$ cat src/rtl/fetch_stage_if.sv
// Instruction-memory request/grant/response handshake between the fetch stage (master) and imem (slave).
interface fetch_stage_if;
  logic        req;
  logic [31:0] addr;
  logic        gnt;
  logic        rvalid;
  logic [31:0] rdata;

  modport master (output req, output addr, input gnt, input rvalid, input rdata);
  modport slave  (input req, input addr, output gnt, output rvalid, output rdata);
endinterface

$ cat src/rtl/fetch_stage.sv
// IF stage: owns the PC, fetches from imem one request at a time, loads IF/ID. Latency: rvalid at edge N -> id_* after N.
// Backpressure: stall holds IF/ID and parks one response in a skid; no new request until it drains. Redirect overrides stall.
module fetch_stage #(
  parameter logic [31:0] RESET_PC  = 32'h0000_0000,
  parameter logic [31:0] NOP_INSTR = 32'h0000_0013
) (
  input  logic          clk,
  input  logic          reset,
  fetch_stage_if.master imem,
  input  logic          stall,
  input  logic          redirect,
  input  logic [31:0]   redirect_pc,
  output logic          id_valid,
  output logic [31:0]   id_instr,
  output logic [31:0]   id_pc
);

  typedef enum logic [1:0] {IDLE, REQ, WAIT, HOLD} state_t;

  typedef struct packed {
    logic [31:0] instr;
    logic [31:0] pc;
  } ifid_t;

  state_t      state, state_n;
  logic [31:0] pc, pc_n;
  logic [31:0] fetch_pc, fetch_pc_n;
  logic        kill, kill_n;
  ifid_t       skid, skid_n;
  logic        id_load;
  ifid_t       id_load_dat;
  logic        in_flight;
  logic        unused_redirect_lo;

  assign imem.req  = (state == REQ);
  assign imem.addr = pc;

  // A response is still owed by memory after this edge; it must be killed on redirect.
  assign in_flight = ((state == WAIT) && !imem.rvalid) || ((state == REQ) && imem.gnt);

  assign unused_redirect_lo = ^redirect_pc[1:0];

  always_comb begin
    state_n     = state;
    pc_n        = pc;
    fetch_pc_n  = fetch_pc;
    kill_n      = kill;
    skid_n      = skid;
    id_load     = 1'b0;
    id_load_dat = skid;
    if (redirect) begin
      pc_n   = {redirect_pc[31:2], 2'b00};
      skid_n = '0;
      if (in_flight) begin
        kill_n  = 1'b1;
        state_n = WAIT;
      end else begin
        kill_n  = 1'b0;
        state_n = REQ;
      end
    end else begin
      case (state)
        IDLE: state_n = REQ;
        REQ: begin
          if (imem.gnt) begin
            fetch_pc_n = pc;
            pc_n       = pc + 32'd4;
            state_n    = WAIT;
          end
        end
        WAIT: begin
          if (imem.rvalid) begin
            if (kill) begin
              kill_n  = 1'b0;
              state_n = REQ;
            end else if (!stall || !id_valid) begin
              id_load     = 1'b1;
              id_load_dat = '{instr: imem.rdata, pc: fetch_pc};
              state_n     = REQ;
            end else begin
              skid_n  = '{instr: imem.rdata, pc: fetch_pc};
              state_n = HOLD;
            end
          end
        end
        HOLD: begin
          if (!stall) begin
            id_load     = 1'b1;
            id_load_dat = skid;
            state_n     = REQ;
          end
        end
        default: state_n = IDLE;
      endcase
    end
  end

  always_ff @(posedge clk) begin
    if (reset) begin
      state    <= IDLE;
      pc       <= RESET_PC;
      fetch_pc <= '0;
      kill     <= 1'b0;
      skid     <= '0;
      id_valid <= 1'b0;
      id_instr <= NOP_INSTR;
      id_pc    <= '0;
    end else begin
      state    <= state_n;
      pc       <= pc_n;
      fetch_pc <= fetch_pc_n;
      kill     <= kill_n;
      skid     <= skid_n;
      if (redirect) begin
        id_valid <= 1'b0;
        id_instr <= NOP_INSTR;
      end else if (id_load) begin
        id_valid <= 1'b1;
        id_instr <= id_load_dat.instr;
        id_pc    <= id_load_dat.pc;
      end else if (!stall) begin
        // Decode consumed the word; id_pc keeps its last value.
        id_valid <= 1'b0;
        id_instr <= NOP_INSTR;
      end
    end
  end

endmodule

$ cat src/flat_wrapper.sv
// flat-port wrapper written by rule: the top's interface ports become plain ports
module fetch_stage_flat 
#(
  parameter logic [31:0] RESET_PC  = 32'h0000_0000,
  parameter logic [31:0] NOP_INSTR = 32'h0000_0013
)
  (clk, reset, stall, redirect, redirect_pc, id_valid, id_instr, id_pc, imem_req, imem_addr, imem_gnt, imem_rvalid, imem_rdata);
  fetch_stage_if imem_i ();
  input  logic clk;
  input  logic reset;
  input  logic stall;
  input  logic redirect;
  input  logic [31:0] redirect_pc;
  output logic id_valid;
  output logic [31:0] id_instr;
  output logic [31:0] id_pc;
  output wire logic [$bits(imem_i.req)-1:0] imem_req;
  output wire logic [$bits(imem_i.addr)-1:0] imem_addr;
  input wire logic [$bits(imem_i.gnt)-1:0] imem_gnt;
  input wire logic [$bits(imem_i.rvalid)-1:0] imem_rvalid;
  input wire logic [$bits(imem_i.rdata)-1:0] imem_rdata;
  assign imem_req = imem_i.req;
  assign imem_addr = imem_i.addr;
  assign imem_i.gnt = imem_gnt;
  assign imem_i.rvalid = imem_rvalid;
  assign imem_i.rdata = imem_rdata;
  fetch_stage #(.RESET_PC(RESET_PC), .NOP_INSTR(NOP_INSTR)) u_core (.clk(clk), .reset(reset), .imem(imem_i), .stall(stall), .redirect(redirect), .redirect_pc(redirect_pc), .id_valid(id_valid), .id_instr(id_instr), .id_pc(id_pc));
endmodule
$ cat config.mk
export PLATFORM = sky130hd
export DESIGN_NAME = fetch_stage_flat
export DESIGN_NICKNAME = d
export VERILOG_FILES = /design/src/rtl/fetch_stage_if.sv /design/src/rtl/fetch_stage.sv /design/src/flat_wrapper.sv
export SDC_FILE = /design/constraint.sdc
export NUM_CORES = 1
export LEC_CHECK = 0
export ABC_AREA = 1
export BUFFER_PORTS_ARGS = -buffer_cell sky130_fd_sc_hd__buf_2
export CAP_MARGIN = 20
export CELL_PAD_IN_SITES_DETAIL_PLACEMENT = 0
export CELL_PAD_IN_SITES_GLOBAL_PLACEMENT = 1
export CORE_MARGIN = 1
export CORE_UTILIZATION = 39
export CTS_CLUSTER_DIAMETER = 30
export DETAILED_ROUTE_END_ITERATION = 10
export PLACE_DENSITY = 0.92
export SLEW_MARGIN = 20
export SYNTH_ARGS = -nofsm -noshare
export SYNTH_HDL_FRONTEND = slang
export SYNTH_SLANG_ARGS = --single-unit
$ cat constraint.sdc
create_clock -name clk -period 1.9 [get_ports clk]
set_input_delay 0 -clock clk [delete_from_list [all_inputs] [get_ports clk]]
set_output_delay 0 -clock clk [all_outputs]
set_load 0.005 [all_outputs]
# ---- Yosys cells after proc, flatten, opt, wreduce, memory -nomap -nowiden
# Index checks and enable logic that the tools add are counted.
dict set report word_totals {
  input_bits 70
  regBits 196
  wordCells 70
}
dict set report op_classes {
  n_reduce_logical 20
  addsub 1
  bitwise_logic 3
  muxes 29
  n_eq_ne 7
}
# op n
set ops {}
lappend ops {{64-bit two-way mux} 4}
lappend ops {{32-bit two-way mux} 5}
lappend ops {{32-bit by 3-bit adder with 32-bit output (second input constant)} 1}
lappend ops {{2-bit two-way mux} 7}
lappend ops {{1-bit two-way mux} 11}
lappend ops {{2-bit case mux with 4 select lines} 1}
lappend ops {{2-bit AND reduction} 4}
lappend ops {{2-bit nonzero test} 4}
lappend ops {{3-bit != test (second input constant)} 2}
lappend ops {{3-bit AND reduction} 2}
lappend ops {{2-bit equality test (second input constant)} 2}
lappend ops {{4-bit AND reduction} 1}
lappend ops {{1-bit logical NOT} 3}
lappend ops {{3-bit by 2-bit != test with 1-bit output (second input constant)} 1}
lappend ops {{1-bit NOT} 3}
lappend ops {{2-bit by 1-bit equality test with 1-bit output (second input constant)} 1}
lappend ops {{1-bit logical AND} 2}
lappend ops {{2-bit logical NOT} 1}
lappend ops {{1-bit logical OR} 2}
lappend ops {{2-bit by 1-bit != test with 1-bit output (second input constant)} 1}
lappend ops {{1-bit case mux with 2 select lines} 1}
lappend ops {{2-bit OR reduction} 1}

# ---- Logic depth before layout (Yosys ltp)
# Gate-level depths: netlist (run 1).
dict set report logic_depth {
  ltp_word 8
  mapped_depth 13
  ltp_nobuf 12
}

# ---- Worst setup path after synthesis (run 1)
# No wires, ideal clock.
dict set report synth_path {
  path_type {register to register}
  start {register u_core.state[0]}
  end {register u_core.id_instr[0]}
  path_buffers 1
  stages_incl_launch_ff 14
  t_arrival_ps 1532
  setup_slack_ps 244
  period_less_slack_ps 1656
  setup_time_ps 124
  path_cell_list {dfxtp_1 > inv_1 > ha_1 > nand2_1 > clkinv_1 > nand3_4 > nand2_2 > nand2_4 > inv_2 > nor2_4 > buf_4 > inv_2 > o21ai_1 > nand2_1}
}
dict set report synth_between {
  elab_chain_len 4
}
# element line
set synth_lines {}
lappend synth_lines {{start: declaration} fetch_stage.sv:25} ;# state_t state, state_n;
lappend synth_lines {{start signal: assignment} fetch_stage.sv:109} ;# state <= state_n;
lappend synth_lines {{2-bit equality test} fetch_stage.sv:62} ;# case (state)
lappend synth_lines {{1-bit case mux with 2 select lines} fetch_stage.sv:62}
lappend synth_lines {{1-bit two-way mux} fetch_stage.sv:51} ;# if (redirect) begin
lappend synth_lines {{2-bit by 1-bit != test with 1-bit output (no source line) or 32-bit two-way mux (tied branches)} --}
lappend synth_lines {{end signal: assignment} fetch_stage.sv:119} ;# id_instr <= id_load_dat.instr;
lappend synth_lines {{end: declaration} fetch_stage.sv:14} ;# output logic [31:0] id_instr,
# Several ways; a longest one is shown, not always the timed one.
# A chain may end at the register's enable or synchronous reset.

# ---- Worst setup path in the final report (run 1)
dict set report layout_path {
  start {register u_core.state[1]}
  end {register u_core.id_instr[11]}
}
# Same word-level chain as after synthesis.

==> results of run 1 <==
[tightest hold or removal path: stages]
cell	delay [ns]
sky130_fd_sc_hd__buf_2	0.13
sky130_fd_sc_hd__nand2_1	0.12
sky130_fd_sc_hd__nand2_1	0.09
sky130_fd_sc_hd__nand2_1	0.05
sky130_fd_sc_hd__inv_1	0.04
[registers in the layout, summed over array words and instances (netlist names)]
| name | flops |
|---|---|
| u_core.id_valid | 1 |
| u_core.imem.addr | 30 |
| u_core.kill | 1 |
| u_core.state | 2 |
| u_core.id_pc | 30 |
| u_core.id_instr | 32 |
| u_core.skid | 62 |
| u_core.fetch_pc | 30 |
[per-layer routing]
layer  up-vias  wire length [µm]  track usage [%]
li1       4293                 -                -
met1      3818             11400             29.9
met2       237             10700             33.7
met3        22              1250             3.80
met4         0               274             5.93
met5         -                 0                0
[repair_timing]
item                       in CTS  in global routing
buffers inserted                2                  1
hold buffers                   63                  0
gates cloned                    0                  2
pin swaps                       1                  1
resized for setup               0                  3
setup endpoints to repair      22                 50
hold endpoints to repair       94                  0
[report_power, final]
group | internal, mW | switching (mW) | total, mW
sequential | 4.02 | 0.0866 | 4.11
clock | 2.10 | 1.62 | 3.72
combinational | 0.349 | 0.454 | 0.803
[cell usage in the layout (no fill, tap or decap), types with 2 or more instances in the layout]
cell type	synthesis	routed
sky130_fd_sc_hd__nor3_1	6	6
sky130_fd_sc_hd__bufinv_16	0	3
sky130_fd_sc_hd__nor4_1	2	2
sky130_fd_sc_hd__o21ai_1	3	3
sky130_fd_sc_hd__dfxtp_1	188	187
sky130_fd_sc_hd__nand2_2	4	4
sky130_fd_sc_hd__a211oi_1	16	16
sky130_fd_sc_hd__nand2_1	322	322
sky130_fd_sc_hd__inv_2	3	4
sky130_fd_sc_hd__clkbuf_16	0	18
sky130_fd_sc_hd__a31oi_1	8	8
sky130_fd_sc_hd__buf_2	27	161
sky130_fd_sc_hd__ha_1	4	4
sky130_fd_sc_hd__nand4_1	2	2
sky130_fd_sc_hd__nand3_1	33	33
sky130_fd_sc_hd__conb_1	1	4
sky130_fd_sc_hd__a21oi_1	156	156
sky130_fd_sc_hd__buf_12	0	8
sky130_fd_sc_hd__inv_1	125	125
sky130_fd_sc_hd__o211ai_1	5	5
sky130_fd_sc_hd__nor2_1	64	64
sky130_fd_sc_hd__dlygate4sd3_1	0	63
sky130_fd_sc_hd__nor2_2	6	4
sky130_fd_sc_hd__buf_6	3	2
sky130_fd_sc_hd__nor2_4	5	7
sky130_fd_sc_hd__clkinv_4	0	2
sky130_fd_sc_hd__inv_6	0	5
sky130_fd_sc_hd__buf_4	10	29
sky130_fd_sc_hd__clkinvlp_4	0	2
sky130_fd_sc_hd__o21ai_0	157	157
sky130_fd_sc_hd__nand2_4	3	3
[stage by stage]
stage | hold slack (ns) | setup TNS [ns] | area, µm²
floorplan | 0.143 | 0 | 8400
global placement | 0.253 | 0 | 9530
detailed placement | 0.260 | -0.540 | 9530
CTS | 0.000833 | 0 | 10800
global route | 0.0397 | 0 | 10900
finish | 0.0284 | 0 | 10900
[logic make-up (layout without fill, tap and decap cells)]
family,count (synthesis),count (layout),synth area share [%]
fa+ha+maj,4,4,0.597
buf+inv,205,425,10.3
xor+xnor,1,1,0.104
compound gates,349,349,21.7
other cells,1,4,0.0447
flops,188,188,44.9
simple gates,452,452,22.4
[final cells by class]
cell class / count / area [µm²] / share of cell area, %
clock inverter: 14 / 183 / 1.68
timing repair buffer: 264 / 1860 / 17.2
tap: 275 / 344 / 3.17
clock buffer: 18 / 429 / 3.95
sequential: 188 / 3760 / 34.7
inverter: 129 / 484 / 4.46
multi-input combinational: 810 / 3780 / 34.9
[worst min path at each step]
stage                     from              endpoint  cells after the start
2_1_floorplan    imem_rdata[0]       u_core.skid[32]                      2
3_3_place_gp     imem_rdata[7]       u_core.skid[39]                      3
3_5_place_dp    imem_rdata[14]       u_core.skid[46]                      3
4_1_cts        redirect_pc[20]  u_core.imem.addr[20]                      7
5_1_grt                  stall       u_core.id_valid                      5
6_report                 stall       u_core.id_valid                      5
==> impl_metrics.py, run 1 <==
metrics = {
    "logic_synthesis": {
        "netlist_area_pre_place_mm2": 0.00839,
        "seq_area_frac_synth_pct": 44.9,
        "synth_area_leader_cell": "sky130_fd_sc_hd__dfxtp_1",
        "yosysWarnings": 0,
        "number_of_distinct_library_cells_after_synthesis": 37,
        "post-synth-top-area-fraction_pct": 44.9,
        "synthMostInstantiatedCell": "sky130_fd_sc_hd__nand2_1",
        "syn-mean-instance-area_um2": 6.99,
        "synth.ff_latch_count": 188,
        "synth_enable_flop_cells": 0,
        "synth_async_sr_flop_share_pct": 0,
        "synth_area_leaders": "sky130_fd_sc_hd__dfxtp_1 45%, sky130_fd_sc_hd__nand2_1 14%, sky130_fd_sc_hd__o21ai_0 9.4%, sky130_fd_sc_hd__a21oi_1 9.3%, sky130_fd_sc_hd__inv_1 5.6%",
        "synth_commonest_cells": "322 x sky130_fd_sc_hd__nand2_1, 188 x sky130_fd_sc_hd__dfxtp_1, 157 x sky130_fd_sc_hd__o21ai_0",
        "synthCells": 1200,
        "ys_dominant_reg_cell": "sky130_fd_sc_hd__dfxtp_1",
    },
    "worst_hold_path": {
        "hold_path.class": "input port to flip-flop",
    },
    "timing": {
        "clock.fmax_mhz": 583,
        "period_minus_slack_ns": 1.72,
        "setup_viol_count_final": 0,
        "number_of_hold_violations_in_the_final_report": 0,
        "timing.final.crit_share_pct": 90.3,
        "report.final.slew_viol_count": 0,
        "rsz0062_at_grt": "false",
        "worst_slack_ns": 0.184,
        "worst_clock_skew_ns": 0.00795,
    },
    "place": {
        "dp_slack_ns": -0.0472,
        "numPortBuffers": 161,
        "numPlacedInstances": 1598,
        "hpwlAfterDp_um": 16100,
        "globalplace.congestion": 0.873,
    },
    "cts": {
        "cts.path.max_buffers": 2,
        "clock_tree.htree_level_count": 4,
        "clk_latency_ns": 0.43,
        "register_clock_pin_slew_on_the_reported_worst_setup_and_hold_paths_ns": 0.07,
        "root_buffer": "sky130_fd_sc_hd__clkbuf_16",
        "tritoncts_clock_tree": "done",
        "cts_made_buffers": 17,
        "clock_sink_count": 188,
    },
    "routing": {
        "drt-total-wl_um": 23600,
        "firstDrtPassIters": 5,
        "drc": 0,
        "detail_route.vias_per_cell": 4.93,
        "count_of_antenna_violating_nets_left_after_detailed_routing": 0,
        "wl_per_cell_um": 13.9,
        "vias": 8370,
        "dr.first_iter.drc_count": 446,
    },
    "critical_path": {
        "endpoint": "u_core.id_instr[11]",
        "critPathSlowestCell": "sky130_fd_sc_hd__dfxtp_1",
        "setup.worst_path.start": "u_core.state[1]",
        "timing.critical_path.required_ns": 2.21,
        "critPathCaptureType": "flip-flop",
        "cp_max_fo": 6,
        "cp_top_family": "buffers and inverters",
        "setup.reg_to_reg.worst_slack_ns": 0.18,
        "cpPeakStageDelay_ns": 0.40,
        "worstSetupPathDepth": 12,
        "worstPathCellList": "ha_1 > nand2_1 > inv_2 > nand3_4 > nand2_2 > nand2_4 > inv_2 > nor2_4 > buf_12 > clkbuf_16 > nand2_1 > a21oi_1",
        "timing.rr.end": "u_core.id_instr[11]",
        "setup.worst_path.start_class": "flip-flop",
        "crit_path_dat_ns": 2.02,
        "path_buf_inv": 4,
        "criticalPathCategory": "flip-flop to flip-flop",
        "ff2ff_path_depth": 12,
        "r2r_start": "u_core.state[1]",
    },
    "layout": {
        "fin_nets": 1484,
        "area_growth_syn_to_layout_pct": 29.3,
        "drive_gt1_share_pct": 18.1,
        "antenna-diode-count": 0,
        "final_util_pct": 51.5,
        "layout.cells.non_filler": 1698,
        "n_fill_cell": 2080,
    },
    "grt": {
        "grt_pass1_vias": 7419,
        "grt-ovfl-total": 0,
        "antenna_found_initial": 0,
        "first_pass_grt_wire_length_um": 37700,
        "largest_net_degree_at_the_start_of_global_routing": 75,
        "gr-usage-all-layers_pct": 21.4,
    },
    "die": {
        "die_height_um": 149,
        "die-width_um": 149,
        "io_pins": 168,
        "initial_utilization_pct": 39.8,
        "row_count": 53,
        "placeableCoreArea_mm2": 0.0211,
        "design.die.area_mm2": 0.0221,
    },
    "flow_run": {
        "maxCapViolations": 0,
    },
    "pwr": {
        "p_leak_nw": 4.56,
        "power.density_cell_area_mw_per_mm2": 796,
        "total_power_mw": 8.64,
        "vdd.ir_drop.worst_mv": 0.515,
    },
    "run_status": {
        "outcome": "finished clean",
    },
}
Power figures use the tool's default switching activity.
==> run 2, diff against run 1 <==
--- a/config.mk
+++ b/config.mk
@@ -10,6 +10,7 @@
 export CAP_MARGIN = 20
 export CELL_PAD_IN_SITES_DETAIL_PLACEMENT = 0
 export CELL_PAD_IN_SITES_GLOBAL_PLACEMENT = 1
+export CORE_ASPECT_RATIO = 1.2
 export CORE_MARGIN = 1
 export CORE_UTILIZATION = 39
 export CTS_CLUSTER_DIAMETER = 30
==> run 2 against run 1 <==
Sequential cell count stayed put. Via count down 0.74%. Critical path depth is 1 lower.
==> impl_metrics.py, run 2 (synthesized netlist as in run 1, its figures left out) <==
metrics = {
    "die": {
        "die_height_um": 163,
        "placeableCoreArea_mm2": 0.0210,
        "design.die.area_mm2": 0.0221,
        "initial_utilization_pct": 39.9,
        "io_pins": 168,
        "row_count": 58,
        "die-width_um": 136,
    },
    "cts": {
        "cts_made_buffers": 17,
        "cts.path.max_buffers": 2,
        "register_clock_pin_slew_on_the_reported_worst_setup_and_hold_paths_ns": 0.08,
        "clock_sink_count": 188,
        "post_cts.repair.setup_buffers": 0,
        "clk_latency_ns": 0.43,
        "tritoncts_clock_tree": "done",
        "clock_tree.htree_level_count": 4,
        "root_buffer": "sky130_fd_sc_hd__clkbuf_16",
    },
    "place": {
        "placed_area_mm2": 0.00949,
        "globalplace.congestion": 0.863,
        "dp_slack_ns": 0.0679,
        "hpwlAfterDp_um": 15900,
        "numPortBuffers": 161,
        "numPlacedInstances": 1591,
    },
    "pwr": {
        "vdd.ir_drop.worst_mv": 0.595,
        "p_leak_nw": 4.51,
        "total_power_mw": 8.40,
        "power.density_cell_area_mw_per_mm2": 780,
    },
    "critical_path": {
        "timing.critical_path.required_ns": 2.24,
        "critPathCaptureType": "flip-flop",
        "crit_path_dat_ns": 2.07,
        "cp_max_fo": 5,
        "setup.worst_path.start_class": "flip-flop",
        "criticalPathCategory": "flip-flop to flip-flop",
        "setup.reg_to_reg.worst_slack_ns": 0.16,
    },
    "grt": {
        "antenna_found_initial": 0,
        "gr-usage-all-layers_pct": 21.6,
        "largest_net_degree_at_the_start_of_global_routing": 67,
        "grt_pass1_vias": 7726,
        "grt-ovfl-total": 0,
        "first_pass_grt_wire_length_um": 38000,
    },
    "timing": {
        "clock.fmax_mhz": 576,
        "worst_slack_ns": 0.165,
        "finalSetupTns_ns": 0,
        "timing.final.crit_share_pct": 91.3,
        "finalHoldWorstSlack_ns": 0.0599,
        "period_minus_slack_ns": 1.74,
        "worst_clock_skew_ns": 0.0107,
        "number_of_hold_violations_in_the_final_report": 0,
        "setup_viol_count_final": 0,
        "report.final.slew_viol_count": 0,
        "rsz0062_at_grt": "false",
    },
    "routing": {
        "firstDrtPassIters": 5,
        "detail_route.vias_per_cell": 4.92,
        "dr.first_iter.drc_count": 464,
        "count_of_antenna_violating_nets_left_after_detailed_routing": 0,
        "drc": 0,
        "wl_per_cell_um": 13.9,
        "vias": 8308,
        "drt-total-wl_um": 23500,
    },
    "layout": {
        "final_common_cell": "sky130_fd_sc_hd__nand2_1",
        "regs_by_ff_count": "u_core.skid (62), u_core.id_instr (32)",
        "largest-register": "u_core.skid",
        "layout.cells.most_common_list": "322 x sky130_fd_sc_hd__nand2_1, 184 x sky130_fd_sc_hd__dfxtp_1, 161 x sky130_fd_sc_hd__buf_2",
        "drive_gt1_share_pct": 18.1,
        "final_util_pct": 51.1,
        "stdcell_area_mm2": 0.0108,
        "area_growth_syn_to_layout_pct": 28.3,
        "n_fill_cell": 2101,
        "antenna-diode-count": 0,
        "layout.cells.non_filler": 1687,
        "fin_nets": 1478,
        "largest_reg_flops": 62,
    },
    "flow_run": {
        "maxCapViolations": 0,
    },
    "worst_hold_path": {
        "hold_path.class": "input port to flip-flop",
    },
    "run_status": {
        "outcome": "finished clean",
    },
}
==> run 2: area by class of cell <==
cell class                 instances  area, µm²  area share (%)
clock buffer                      17        425            3.95
multi-input combinational        810       3790            35.3
tap                              270        338            3.14
clock inverter                    15        171            1.59
inverter                         129        484            4.50
sequential                       188       3770            35.0
timing repair buffer             258       1780            16.5
==> run 2: final timing paths <==
kind                  startpoint              endpoint  cells after the start
max reg2reg  u_core.imem.addr[8]  u_core.imem.addr[29]                     11
min reg2reg  u_core.id_instr[15]   u_core.id_instr[15]                      2
max          u_core.imem.addr[8]  u_core.imem.addr[29]                     11
min               redirect_pc[7]   u_core.imem.addr[7]                      4
==> run 2: critical path, stage by stage (launching register included) <==
cell and delay (ns):
sky130_fd_sc_hd__dfxtp_1 0.42, sky130_fd_sc_hd__nand2_1 0.16, sky130_fd_sc_hd__nor2_1 0.13, sky130_fd_sc_hd__nand2_1 0.13
sky130_fd_sc_hd__nor2_1 0.16, sky130_fd_sc_hd__nand2_1 0.17, sky130_fd_sc_hd__nor2_4 0.17, sky130_fd_sc_hd__nand2_1 0.07
sky130_fd_sc_hd__nand2_1 0.08, sky130_fd_sc_hd__nand3_1 0.06, sky130_fd_sc_hd__nand2_1 0.06, sky130_fd_sc_hd__inv_1 0.04
==> run 2: timing repair <==
action,CTS,global route
resized for setup,0,14
hold buffers,64,0
hold endpoints to repair,96,0
setup endpoints to repair,0,67
==> run 2: power breakdown <==
| group | leakage, nW | internal [mW] | total (mW) | switching, mW |
|---|---|---|---|---|
| Combinational | 2.70 | 0.329 | 0.777 | 0.449 |
| Clock | 0.285 | 1.78 | 3.51 | 1.74 |
| Sequential | 1.52 | 4.02 | 4.11 | 0.0833 |
==> run 2: metal layers <==
| metal | track usage (%) | share of wire, % | vias up |
|---|---|---|---|
| met3 | 3.77 | 5.1 | 16 |
| met4 | 6.11 | 1.1 | 0 |
| li1 | - | - | 4287 |
| met2 | 36.3 | 47 | 230 |
| met1 | 28.3 | 47 | 3775 |
| met5 | 0 | 0 | - |
